## config.mk

```make
export PLATFORM = sky130hd
export DESIGN_NAME = lsu_mem_access
export DESIGN_NICKNAME = d
export VERILOG_FILES = /design/src/rtl/lsu_mem_access.sv
export SDC_FILE = /design/constraint.sdc
export NUM_CORES = 1
export LEC_CHECK = 0
export CAP_MARGIN = 5
export CORE_ASPECT_RATIO = 1.75
export CORE_UTILIZATION = 34
export DETAILED_ROUTE_END_ITERATION = 8
export PLACE_DENSITY = 0.65
export SLEW_MARGIN = 10
export SYNTH_ARGS = -nofsm -noshare
export SYNTH_HDL_FRONTEND = slang
export SYNTH_SLANG_ARGS = --single-unit
export TNS_END_PERCENT = 5
```

## constraint.sdc

```tcl
create_clock -name clk -period 10.31 [get_ports clk]
set_clock_uncertainty 0.05 [all_clocks]
set_input_delay 2.062 -clock clk [delete_from_list [all_inputs] [get_ports clk]]
set_output_delay 2.062 -clock clk [all_outputs]
set_load 0.01 [all_outputs]
```

## src/rtl/lsu_mem_access.sv

```systemverilog
// Purpose: load/store unit turning one load/store into a single word-aligned bus request with byte lanes and extended load return.
// Latency: 3 cycles minimum (accept, REQ, DONE); each wait cycle of mem_ready adds one REQ cycle, aborted after TIMEOUT REQ cycles.
// Backpressure: stall holds the pipeline from acceptance until DONE; misaligned accesses never stall and never reach the bus.
module lsu_mem_access #(
    parameter int TIMEOUT = 16,
    parameter int TO_W    = 5
) (
    input  logic        clk,
    input  logic        reset,
    input  logic        memRead,
    input  logic        memWrite,
    input  logic [1:0]  WL,
    input  logic        extendSign,
    input  logic [31:0] addr,
    input  logic [31:0] wdata,
    output logic        mem_req,
    output logic        mem_we,
    output logic [31:0] mem_addr,
    output logic [3:0]  mem_be,
    output logic [31:0] mem_wdata,
    input  logic        mem_ready,
    input  logic [31:0] mem_rdata,
    output logic        stall,
    output logic [31:0] load_data,
    output logic        load_valid,
    output logic        misalign,
    output logic        bus_error
);

    typedef enum logic [1:0] {IDLE, REQ, DONE} state_t;

    state_t          state;
    logic [TO_W-1:0] to_cnt;
    logic [1:0]      off_q;
    logic [1:0]      wl_q;
    logic            sx_q;

    logic            start;
    logic            mis;
    logic [3:0]      be_nxt;
    logic [31:0]     wdata_nxt;
    logic [31:0]     lane;
    logic [31:0]     load_ext;

    // Request decode and alignment; WL=3 behaves as a word access.
    always_comb begin
        start = memRead | memWrite;
        mis   = 1'b0;
        if (WL == 2'b01)
            mis = addr[0];
        else if (WL[1])
            mis = |addr[1:0];
    end

    // Byte enables and lane-replicated store data for the bus word.
    always_comb begin
        be_nxt    = 4'b1111;
        wdata_nxt = wdata;
        case (WL)
            2'b00: begin
                be_nxt    = 4'b0001 << addr[1:0];
                wdata_nxt = {4{wdata[7:0]}};
            end
            2'b01: begin
                be_nxt    = 4'b0011 << addr[1:0];
                wdata_nxt = {2{wdata[15:0]}};
            end
            default: begin
                be_nxt    = 4'b1111;
                wdata_nxt = wdata;
            end
        endcase
    end

    // Shift the addressed lane down and extend it using the latched access shape.
    always_comb begin
        lane     = mem_rdata >> {off_q, 3'b000};
        load_ext = lane;
        case (wl_q)
            2'b00:   load_ext = sx_q ? {{24{lane[7]}}, lane[7:0]} : {24'd0, lane[7:0]};
            2'b01:   load_ext = sx_q ? {{16{lane[15]}}, lane[15:0]} : {16'd0, lane[15:0]};
            default: load_ext = lane;
        endcase
    end

    // Same-cycle handshake to the pipeline; forced low while reset is held so a reset mid-access releases the pipeline at once.
    always_comb begin
        stall    = ~reset & ((state == REQ) | ((state == IDLE) & start & ~mis));
        misalign = ~reset & (state == IDLE) & start & mis;
    end

    // Access sequencer: accept, wait for the bus or time out, then report for one cycle.
    always_ff @(posedge clk or posedge reset) begin
        if (reset) begin
            state      <= IDLE;
            to_cnt     <= '0;
            off_q      <= 2'b00;
            wl_q       <= 2'b00;
            sx_q       <= 1'b0;
            mem_req    <= 1'b0;
            mem_we     <= 1'b0;
            mem_addr   <= 32'd0;
            mem_be     <= 4'd0;
            mem_wdata  <= 32'd0;
            load_data  <= 32'd0;
            load_valid <= 1'b0;
            bus_error  <= 1'b0;
        end else begin
            load_valid <= 1'b0;
            bus_error  <= 1'b0;
            case (state)
                IDLE: begin
                    if (start && !mis) begin
                        mem_req   <= 1'b1;
                        mem_we    <= memWrite;
                        mem_addr  <= {addr[31:2], 2'b00};
                        mem_be    <= be_nxt;
                        mem_wdata <= wdata_nxt;
                        off_q     <= addr[1:0];
                        wl_q      <= WL;
                        sx_q      <= extendSign;
                        to_cnt    <= '0;
                        state     <= REQ;
                    end
                end
                REQ: begin
                    if (mem_ready) begin
                        mem_req <= 1'b0;
                        if (!mem_we) begin
                            load_data  <= load_ext;
                            load_valid <= 1'b1;
                        end
                        state <= DONE;
                    end else if (to_cnt == TO_W'(TIMEOUT - 1)) begin
                        mem_req   <= 1'b0;
                        load_data <= 32'd0;
                        bus_error <= 1'b1;
                        state     <= DONE;
                    end else begin
                        to_cnt <= to_cnt + 1'b1;
                    end
                end
                DONE: begin
                    // Inputs still belong to the completed instruction here.
                    state <= IDLE;
                end
                default: state <= IDLE;
            endcase
        end
    end

endmodule
```

==> results.json, run 1 <==
{
  "status": "complete, no violations",
  "synth-main-ff-cell": "dfrtp_1",
  "cap_viol_max_count": 0,
  "tritoncts": "done",
  "cts_max_path_buffers": 2,
  "min_period_over_period_pct": 59.2,
  "wl_um": 16400,
  "drc": 0,
  "swShare_pct": 33.3,
  "max_freq_mhz": 164,
  "num-fill-cells": 1426,
  "fin_nets": 840,
  "hp-class": "reg -> reg",
  "endpoint_kind": "primary output",
  "cts_hold_buf": 0,
  "holdWs_ps": 422,
  "area_growth_pct": 52.0,
  "cp-startpoint": "WL[0]",
  "power_switching_uw": 708,
  "p_leak_uw": 0.00358,
  "hpwl_um": 11600,
  "drive_gt1_share_pct": 7.90,
  "crit_path_start_kind": "input pin",
  "cpMostUsedCell": "clkdlybuf4s50_1",
  "antenna_left": 0,
  "worstPathMaxFanout": 17,
  "post_cts_buffers": 0,
  "portBuffers": 207,
  "vias": 4778,
  "path_cells": "clkdlybuf4s50_1 > buf_4 > o21ai_1 > a211oi_1 > clkdlybuf4s50_1",
  "antenna_cells": 0,
  "avgSynthCellArea_um2": 9.80,
  "synth_warnings": 0,
  "netlist.area_leader.share_pct": 53.9,
  "pwr-share-comb_pct": 39.2,
  "hold_viol": 0,
  "cts.htree.levels": 4,
  "boundaryPins": 210,
  "syn_inst": 540,
  "setup_viol": 0,
  "seqCellArea_mm2": 0.00285,
  "cpLargestDelayFamily": "buffers and inverters",
  "path_class": "in -> out",
  "numCtsBuffers": 17,
  "synth-xor-area-share_pct": 0.497,
  "hold_start": "mem_be[0]",
  "slowest_delay_ps": 630,
  "synth-simple-area-share_pct": 18.4,
  "grt_pass1_wl_um": 25300,
  "grt_start_max_net_pins": 92,
  "ys_async_sr_fraction_pct": 100,
  "ys_types": 47,
  "drtPass1Iterations": 6,
  "via_per_inst": 5.12,
  "coreArea_mm2": 0.0153,
  "synth_fa_ha_area_share_pct": 0.473,
  "yosys-top-cells-area": "dfrtp_1 54%, nand2_1 11%, mux2i_1 5.9%",
  "clk_pin_slew_worst_paths_ps": 50,
  "powerDensity_mw_per_mm2": 264,
  "muxShareOfSynthArea_pct": 7.99,
  "fin_tns_setup_ps": 0,
  "slew_headroom_pct": 28.3,
  "drt_iter0_drc": 193,
  "fin_crit_ps": 6110,
  "grt_overflow_total": 0,
  "cp.required_ps": 8200,
  "die_w_um": 96.3,
  "row_count": 60,
  "synth_compound_area_share_pct": 14.4,
  "ys_ff_latch": 114,
  "synth_top_family_by_area": "simple AND/OR/NAND/NOR gates",
  "rsz0062_at_grt": "false",
  "grt_pass1_vias": 4930,
  "yosys.area.top_type": "dfrtp_1",
  "start_util_pct": 34.6,
  "synth_edf_count": 0,
  "multi_input_area_mm2": 0.00223,
  "post_cts_resized": 0,
  "worst_slew_pin_slew_ps": 1070,
  "slowest_stage": "clkdlybuf4s50_1",
  "cp_num_buf_inv": 3,
  "grt_antenna_before_repair": 0,
  "gp_congestion": 0.854,
  "slew_viol_final": 0,
  "fp.dieH_um": 167,
  "timing.rr.start": "mem_we",
  "grt_usage_pct": 20.9,
  "ir_worst_vdd_mv": 0.118,
  "die_area_mm2": 0.0161,
  "syn-cell-area_mm2": 0.00529,
  "cts.sinks": 114,
  "seq_power_share_pct": 34.4,
  "p_int_uw": 1420,
  "clk-insertion-delay-late_ps": 410,
  "yosysSeqAreaShare_pct": 53.9,
  "cts-root-buf": "clkbuf_16",
  "wl_per_cell_um": 17.5,
  "crit_arrival_ps": 3990,
  "clockPowerShare_pct": 26.4
}
[area by class of cell]
class | count | share of cell area (%)
clock inverter | 14 | 1.66
timing repair buffer | 215 | 26.5
multi-input combinational | 380 | 27.7
inverter | 6 | 0.311
sequential | 114 | 35.5
clock buffer | 18 | 5.46
tap | 186 | 2.89
[per-layer routing]
metal | vias to the layer above | track usage [%] | routed length (um)
met3 | 28 | 4.70 | 1060
met5 | - | 0 | 0
li1 | 2259 | - | -
met2 | 195 | 37.1 | 8650
met4 | 0 | 10.9 | 577
met1 | 2296 | 22.3 | 6080
[synth_stat cells, types with 2 or more instances]
cell type    n
nor2_1      15
a221o_1     21
a21o_1       3
buf_6        2
buf_2       17
or2_2        3
nor3b_1      3
ha_1         2
o21ai_1      3
dfrtp_1    114
nand3_1      4
buf_4        2
nor3_1       5
nor2b_1      9
a22o_1       8
mux2i_1     31
nand2b_1     4
o2bb2ai_1    8
nand3b_1     8
o21ai_0     40
xor2_1       2
a21oi_1     23
and3_1       2
mux2_2       8
nand2_1    159
buf_1        5
clkbuf_1    15
inv_1        5
[layout by cell type, fill, tap and decap left out, types with 3 or more instances in the layout]
cell type	n
o2bb2ai_1	8
clkinvlp_4	5
clkdlybuf4s50_1	207
mux2_2	8
nor3b_1	3
buf_4	8
nand3b_1	8
o21ai_1	3
clkbuf_16	17
mux2i_1	31
a21o_1	3
a21oi_1	23
or2_2	3
a22o_1	8
inv_1	4
o21ai_0	40
a221o_1	21
dfrtp_1	114
nor3_1	5
nand3_1	4
clkinv_4	5
nand2_1	159
nor2_1	14
nor2b_1	9
nand2b_1	4
[through the flow]
| stage | setup slack (ps) | instances | power, uW | area (um2) | util [%] |
|---|---|---|---|---|---|
| floorplan | 5090 | 541 | 1110 | 5300 | - |
| global placement | 4240 | 901 | 1560 | 7470 | 48.8 |
| detailed placement | 4280 | 901 | 1570 | 7470 | 48.8 |
| CTS | 4250 | 933 | 2150 | 8040 | 52.5 |
| global route | 4130 | 933 | 2250 | 8040 | 52.5 |
| finish | 4200 | 933 | 2130 | 8040 | 52.5 |
[state kept, by name (all words and copies together), names as in the netlist, 2 cells and up]
register   flops
load_data     32
mem_addr      30
wl_q           2
mem_wdata     32
mem_be         4
off_q          2
state          2
to_cnt         5
[worst register-to-register path: stages, from the launching register on]
cell	delay [ps]
dfrtp_1	400
nand4bb_1	530
nor3b_2	760
nor2b_1	600
a221o_1	250
[cell families (layout without fill, tap and decap cells)]
logic type               count (synthesis)  after routing
AND/OR/NAND/NOR                        221            221
flip-flops                             114            114
AO/OA/AOI/OAI                          112            112
buffers and inverters                   47            253
multiplexers                            40             40
XOR/XNOR                                 3              3
adder cells (fa/ha/maj)                  2              2
other                                    1              2
[final timing paths]
| path | end | slack [ps] | depth (start not counted) |
|---|---|---|---|
| hold / removal | mem_be[0] | 420 | 1 |
| min in group asynchronous | to_cnt[1] | 2100 | 2 |
| setup reg to reg | load_data[24] | 7650 | 4 |
| max in group asynchronous | load_data[16] | 6820 | 3 |
| hold reg to reg | mem_be[0] | 420 | 1 |
| setup / recovery | misalign | 4200 | 5 |
[power groups by stage]
| stage | Clock, uW | Combinational [uW] | Sequential, uW |
|---|---|---|---|
| 2_1_floorplan | 0 | 316 | 791 |
| 3_5_place_dp | 0 | 838 | 736 |
| 5_1_grt | 594 | 901 | 753 |
| 6_report | 562 | 834 | 731 |
| 4_1_cts | 573 | 844 | 732 |
| 3_3_place_gp | 0 | 827 | 729 |
Power figures use the tool's default switching activity.
==> run 2: changes to the inputs <==
==> constraint.sdc (replaced) <==
create_clock -name clk -period 5.75 [get_ports clk]
set_clock_uncertainty 0.05 [all_clocks]
set_input_delay 1.15 -clock clk [delete_from_list [all_inputs] [get_ports clk]]
set_output_delay 1.15 -clock clk [all_outputs]
set_load 0.01 [all_outputs]
==> run 2 against run 1 <==
  * Global-route usage barely moved
  * Die area did not move
  * Clock power rose by 92%
  * Critical path depth did not move
  * Clock-buffer cell count rose by 5
  * Final area rose by 0.42%
  * Utilization rose by 0.22 points
  * Sequential power rose by 79%
  * Via count fell by 1.4%
  * Sequential share of layout area fell by 0.15 points
  * Combinational power rose by 80%
  * Register-to-register slack got worse by 4500 ps
  * Highest routed layer unchanged
==> results.json, run 2 (synthesis gave the netlist of run 1 again) <==
{
  "cts_hold_buf": 0,
  "vias": 4712,
  "cts.sinks": 114,
  "boundaryPins": 210,
  "crit_arrival_ps": 2920,
  "mostFrequentLayoutCells": "207 x clkdlybuf4s50_1, 159 x nand2_1, 114 x dfrtp_1",
  "wl_met2_um": 8390,
  "die_w_um": 96.3,
  "worstPathMaxFanout": 17,
  "post_cts_resized": 0,
  "clk_pin_slew_worst_paths_ps": 50,
  "path_cells": "clkdlybuf4s50_1 > buf_4 > o21ai_1 > a211oi_1 > clkdlybuf4s50_1",
  "final_common_cell": "clkdlybuf4s50_1",
  "worst_slew_pin_slew_ps": 1020,
  "largestRegisters": "load_data (32), mem_wdata (32), mem_addr (30)",
  "min_period_over_period_pct": 71.7,
  "numCtsBuffers": 17,
  "post_cts_buffers": 0,
  "seq_power_share_pct": 33.6,
  "slowest_delay_ps": 610,
  "row_count": 60,
  "drc": 0,
  "drtPass1Iterations": 6,
  "hpwl_um": 11600,
  "fin_crit_ps": 4120,
  "fin_tns_setup_ps": 0,
  "slowest_stage": "clkdlybuf4s50_1",
  "slew_headroom_pct": 32.2,
  "routed-wl-met3_um": 1090,
  "antenna_cells": 0,
  "hp-class": "reg -> reg",
  "cap_viol_max_count": 0,
  "cts-root-buf": "clkbuf_16",
  "holdWs_ps": 421,
  "clockPowerShare_pct": 27.8,
  "wl_per_cell_um": 17.3,
  "cpLargestDelayFamily": "buffers and inverters",
  "cp_num_buf_inv": 3,
  "die_area_mm2": 0.0161,
  "powerDensity_mw_per_mm2": 482,
  "pwr-share-comb_pct": 38.6,
  "endpoint_kind": "primary output",
  "status": "complete, no violations",
  "grt_start_max_net_pins": 92,
  "clk-insertion-delay-late_ps": 400,
  "wl_met1_um": 6070,
  "drt_iter0_drc": 194,
  "area_growth_pct": 52.6,
  "cts.htree.levels": 4,
  "fp.dieH_um": 167,
  "slew_viol_final": 0,
  "swShare_pct": 31.9,
  "cts_max_path_buffers": 2,
  "rsz0062_at_grt": "false",
  "finalPower_uw": 3890,
  "power_switching_uw": 1240,
  "grt_overflow_total": 0,
  "fin_cells": 933,
  "ir_worst_vdd_mv": 0.192,
  "hold_viol": 0,
  "via_per_inst": 5.05,
  "start_util_pct": 34.6,
  "gp_congestion": 0.854,
  "drive_gt1_share_pct": 7.50,
  "path_class": "in -> out",
  "grt_pass1_vias": 4879,
  "antenna_left": 0,
  "top_layer": "met4",
  "p_int_uw": 2650,
  "grt_usage_pct": 20.8,
  "cpMostUsedCell": "clkdlybuf4s50_1",
  "setup_viol": 0,
  "fin_nets": 840,
  "p_leak_uw": 0.00360,
  "portBuffers": 207,
  "grt_pass1_wl_um": 25400,
  "grt_antenna_before_repair": 0,
  "wl_um": 16100,
  "max_freq_mhz": 242,
  "dp.cells": 901,
  "cp.required_ps": 4550,
  "crit_path_start_kind": "input pin",
  "tritoncts": "done",
  "coreArea_mm2": 0.0153
}
## run 2: cell count changes in the layout (fill, tap and decap cells not counted)
cell        before  now
clkinv_4         5    1
clkbuf_1         0    3
clkinvlp_4       5    2
bufinv_16        1    3
clkbuf_8         1    3
clkinv_2         1    3
inv_6            2    0
## run 2: area by class of cell
class	instances	area [um2]
fillers	1419	7240
flip-flops and latches	114	2850
multi-input cells	380	2230
repair buffers	215	2130
clock buffers	23	478
well taps	186	233
clock inverters	9	129
inverters	6	25.0
## run 2: path summary, 6_finish.rpt
path,from,endpoint,slack [ps],cells after the start
max,WL[0],misalign,1630,5
min,mem_addr[30],mem_addr[30],420,2
max reg2reg,state[1],load_data[28],3140,4
min reg2reg,mem_addr[30],mem_addr[30],420,2
max in group asynchronous,reset,mem_wdata[31],3280,3
min in group asynchronous,reset,mem_be[0],1360,2
## run 2: worst reg2reg max path, delay by kind of cell (launching register included)
| family | cells | cell delay [ps] |
|---|---|---|
| compound gates | 1 | 250 |
| flops | 1 | 400 |
| simple gates | 3 | 1840 |
## run 2: power groups by stage
| stage | logic, uW | clock network [uW] | registers, uW |
|---|---|---|---|
| after global routing | 1630 | 1140 | 1350 |
| after global placement | 1480 | 0 | 1310 |
| after floorplan | 566 | 0 | 1420 |
| final | 1500 | 1080 | 1310 |
| after CTS | 1520 | 1100 | 1310 |
| after detailed placement | 1510 | 0 | 1320 |
## run 2: stage by stage
| stage | instance area, um2 | util, % | setup slack [ps] |
|---|---|---|---|
| floorplan | 5300 | - | 1530 |
| global placement | 7470 | 48.8 | 1640 |
| detailed placement | 7470 | 48.8 | 1650 |
| CTS | 8080 | 52.7 | 1620 |
| global route | 8080 | 52.7 | 1470 |
| finish | 8080 | 52.7 | 1630 |
## run 2: routing by layer
layer,vias up,global-route usage [%]
met1,2252,23.3
met3,28,4.75
met5,-,0
met2,182,36.0
li1,2250,-
met4,0,10.5
==> run 3: changes to the inputs <==
==> constraint.sdc (replaced) <==
create_clock -name clk -period 4.28 [get_ports clk]
set_clock_uncertainty 0.05 [all_clocks]
set_input_delay 0.856 -clock clk [delete_from_list [all_inputs] [get_ports clk]]
set_output_delay 0.856 -clock clk [all_outputs]
set_load 0.01 [all_outputs]
==> run 3 against run 2 <==
  * Routed wire length increased by 1.4%
  * Hold slack improved by 2.5 ps
  * Sequential share of layout area decreased by 0.28 points
  * Clock power increased by 44%
  * Highest routed layer unchanged
==> results.json, run 3 (synthesis gave the netlist of run 1 again) <==
{
  "mostFrequentLayoutCells": "207 x clkdlybuf4s50_1, 159 x nand2_1, 114 x dfrtp_1",
  "busiest_layer": "met2",
  "post_cts_buffers": 0,
  "numCtsBuffers": 17,
  "path_class": "in -> out",
  "post_cts_resized": 0,
  "path_cells": "clkdlybuf4s50_1 > o21ai_1 > nand4b_1 > a21oi_1 > clkdlybuf4s50_1",
  "cts.htree.levels": 4,
  "portBuffers": 207,
  "area_growth_pct": 53.8,
  "wl_per_cell_um": 17.5,
  "die_w_um": 96.3,
  "slew_headroom_pct": 41.1,
  "drt_iter0_drc": 220,
  "fin_crit_ps": 3500,
  "via_per_inst": 5.05,
  "row_count": 60,
  "rsz0062_at_grt": "false",
  "grt_pass1_vias": 4926,
  "min_period_over_period_pct": 81.8,
  "cp.required_ps": 3370,
  "cts-root-buf": "clkbuf_16",
  "setup_viol": 0,
  "start_util_pct": 34.6,
  "num-fill-cells": 1434,
  "gp_congestion": 0.882,
  "grt_overflow_total": 0,
  "fp.dieH_um": 167,
  "crit_path_start_kind": "input pin",
  "crit_arrival_ps": 2590,
  "drive_gt1_share_pct": 7.75,
  "boundaryPins": 210,
  "worst_slew_pin_slew_ps": 883,
  "drtPass1Iterations": 5,
  "powerDensity_mw_per_mm2": 654,
  "hp-class": "reg -> reg",
  "final_common_cell": "clkdlybuf4s50_1",
  "use_met2_pct": 37.0,
  "max_freq_mhz": 286,
  "coreArea_mm2": 0.0153,
  "cap_viol_max_count": 0,
  "hold_viol": 0,
  "cpMostUsedCell": "clkdlybuf4s50_1",
  "slowest_delay_ps": 590,
  "slowest_stage": "clkdlybuf4s50_1",
  "ir_worst_vdd_mv": 0.331,
  "worstPathMaxFanout": 10,
  "slew_viol_final": 0,
  "holdPathStages": 2,
  "largestRegisters": "load_data (32), mem_wdata (32), mem_addr (30)",
  "grt_util_met1_pct": 23.0,
  "wl_um": 16400,
  "tritoncts": "done",
  "antenna_left": 0,
  "dp.cells": 903,
  "endpoint_kind": "primary output",
  "fin_nets": 842,
  "grt_pass1_wl_um": 25600,
  "cts_hold_buf": 0,
  "r2r_cells": 5,
  "grtUsageMet3_pct": 4.61,
  "vias": 4725,
  "drc": 0,
  "clk-insertion-delay-late_ps": 400,
  "grt_usage_pct": 21.2,
  "grt_start_max_net_pins": 92,
  "die_area_mm2": 0.0161,
  "fin_cells": 935,
  "cts_max_path_buffers": 2,
  "cts.sinks": 114,
  "grt_antenna_before_repair": 1,
  "p_leak_uw": 0.00364,
  "holdWs_ps": 423,
  "status": "complete, no violations",
  "fin_tns_setup_ps": 0,
  "clk_pin_slew_worst_paths_ps": 50,
  "hpwl_um": 11800
}
-- run 3: final timing paths --
path | from | endpoint | slack, ps
min | mem_wdata[1] | mem_wdata[1] | 420
max reg2reg | state[1] | load_data[24] | 1900
min reg2reg | mem_wdata[1] | mem_wdata[1] | 420
max | WL[1] | stall | 780
min in group asynchronous | reset | mem_addr[16] | 1010
max in group asynchronous | reset | mem_addr[6] | 2420
-- run 3: cell type report --
cell class	instances	area, um2	share of cell area (%)
clock buffer	21	460	5.66
multi-input combinational	380	2230	27.3
timing repair buffer	217	2160	26.5
tap	186	233	2.86
clock inverter	10	181	2.23
sequential	114	2850	35.0
inverter	6	25.0	0.307
antenna	1	2.50	0.0307
-- run 3: worst max-delay path: cells and delay by family --
family,cells,cell delay (ps)
buf+inv,2,1160
compound gates,2,420
simple gates,1,150
-- run 3: metrics by stage --
stage	util (%)	instance area, um2	setup WS, ps	power [uW]
after detailed placement	48.9	7500	767	3800
after global routing	53.2	8140	619	5630
after global placement	48.9	7500	795	3750
after floorplan	-	5300	358	2670
after CTS	53.1	8140	773	5390
final	53.2	8140	781	5330
-- run 3: per-layer routing --
| metal | vias up | share of wire (%) |
|---|---|---|
| met5 | - | 0 |
| met2 | 191 | 53 |
| met1 | 2249 | 37 |
| met4 | 0 | 3.9 |
| met3 | 30 | 6.6 |
| li1 | 2255 | - |
-- run 3: power breakdown --
group	total (uW)	leakage (uW)	switching, uW	internal, uW
logic	2000	0.00189	885	1110
registers	1780	0.00144	285	1490
clock network	1550	0.000313	495	1060
total	5330	0.00364	1660	3660
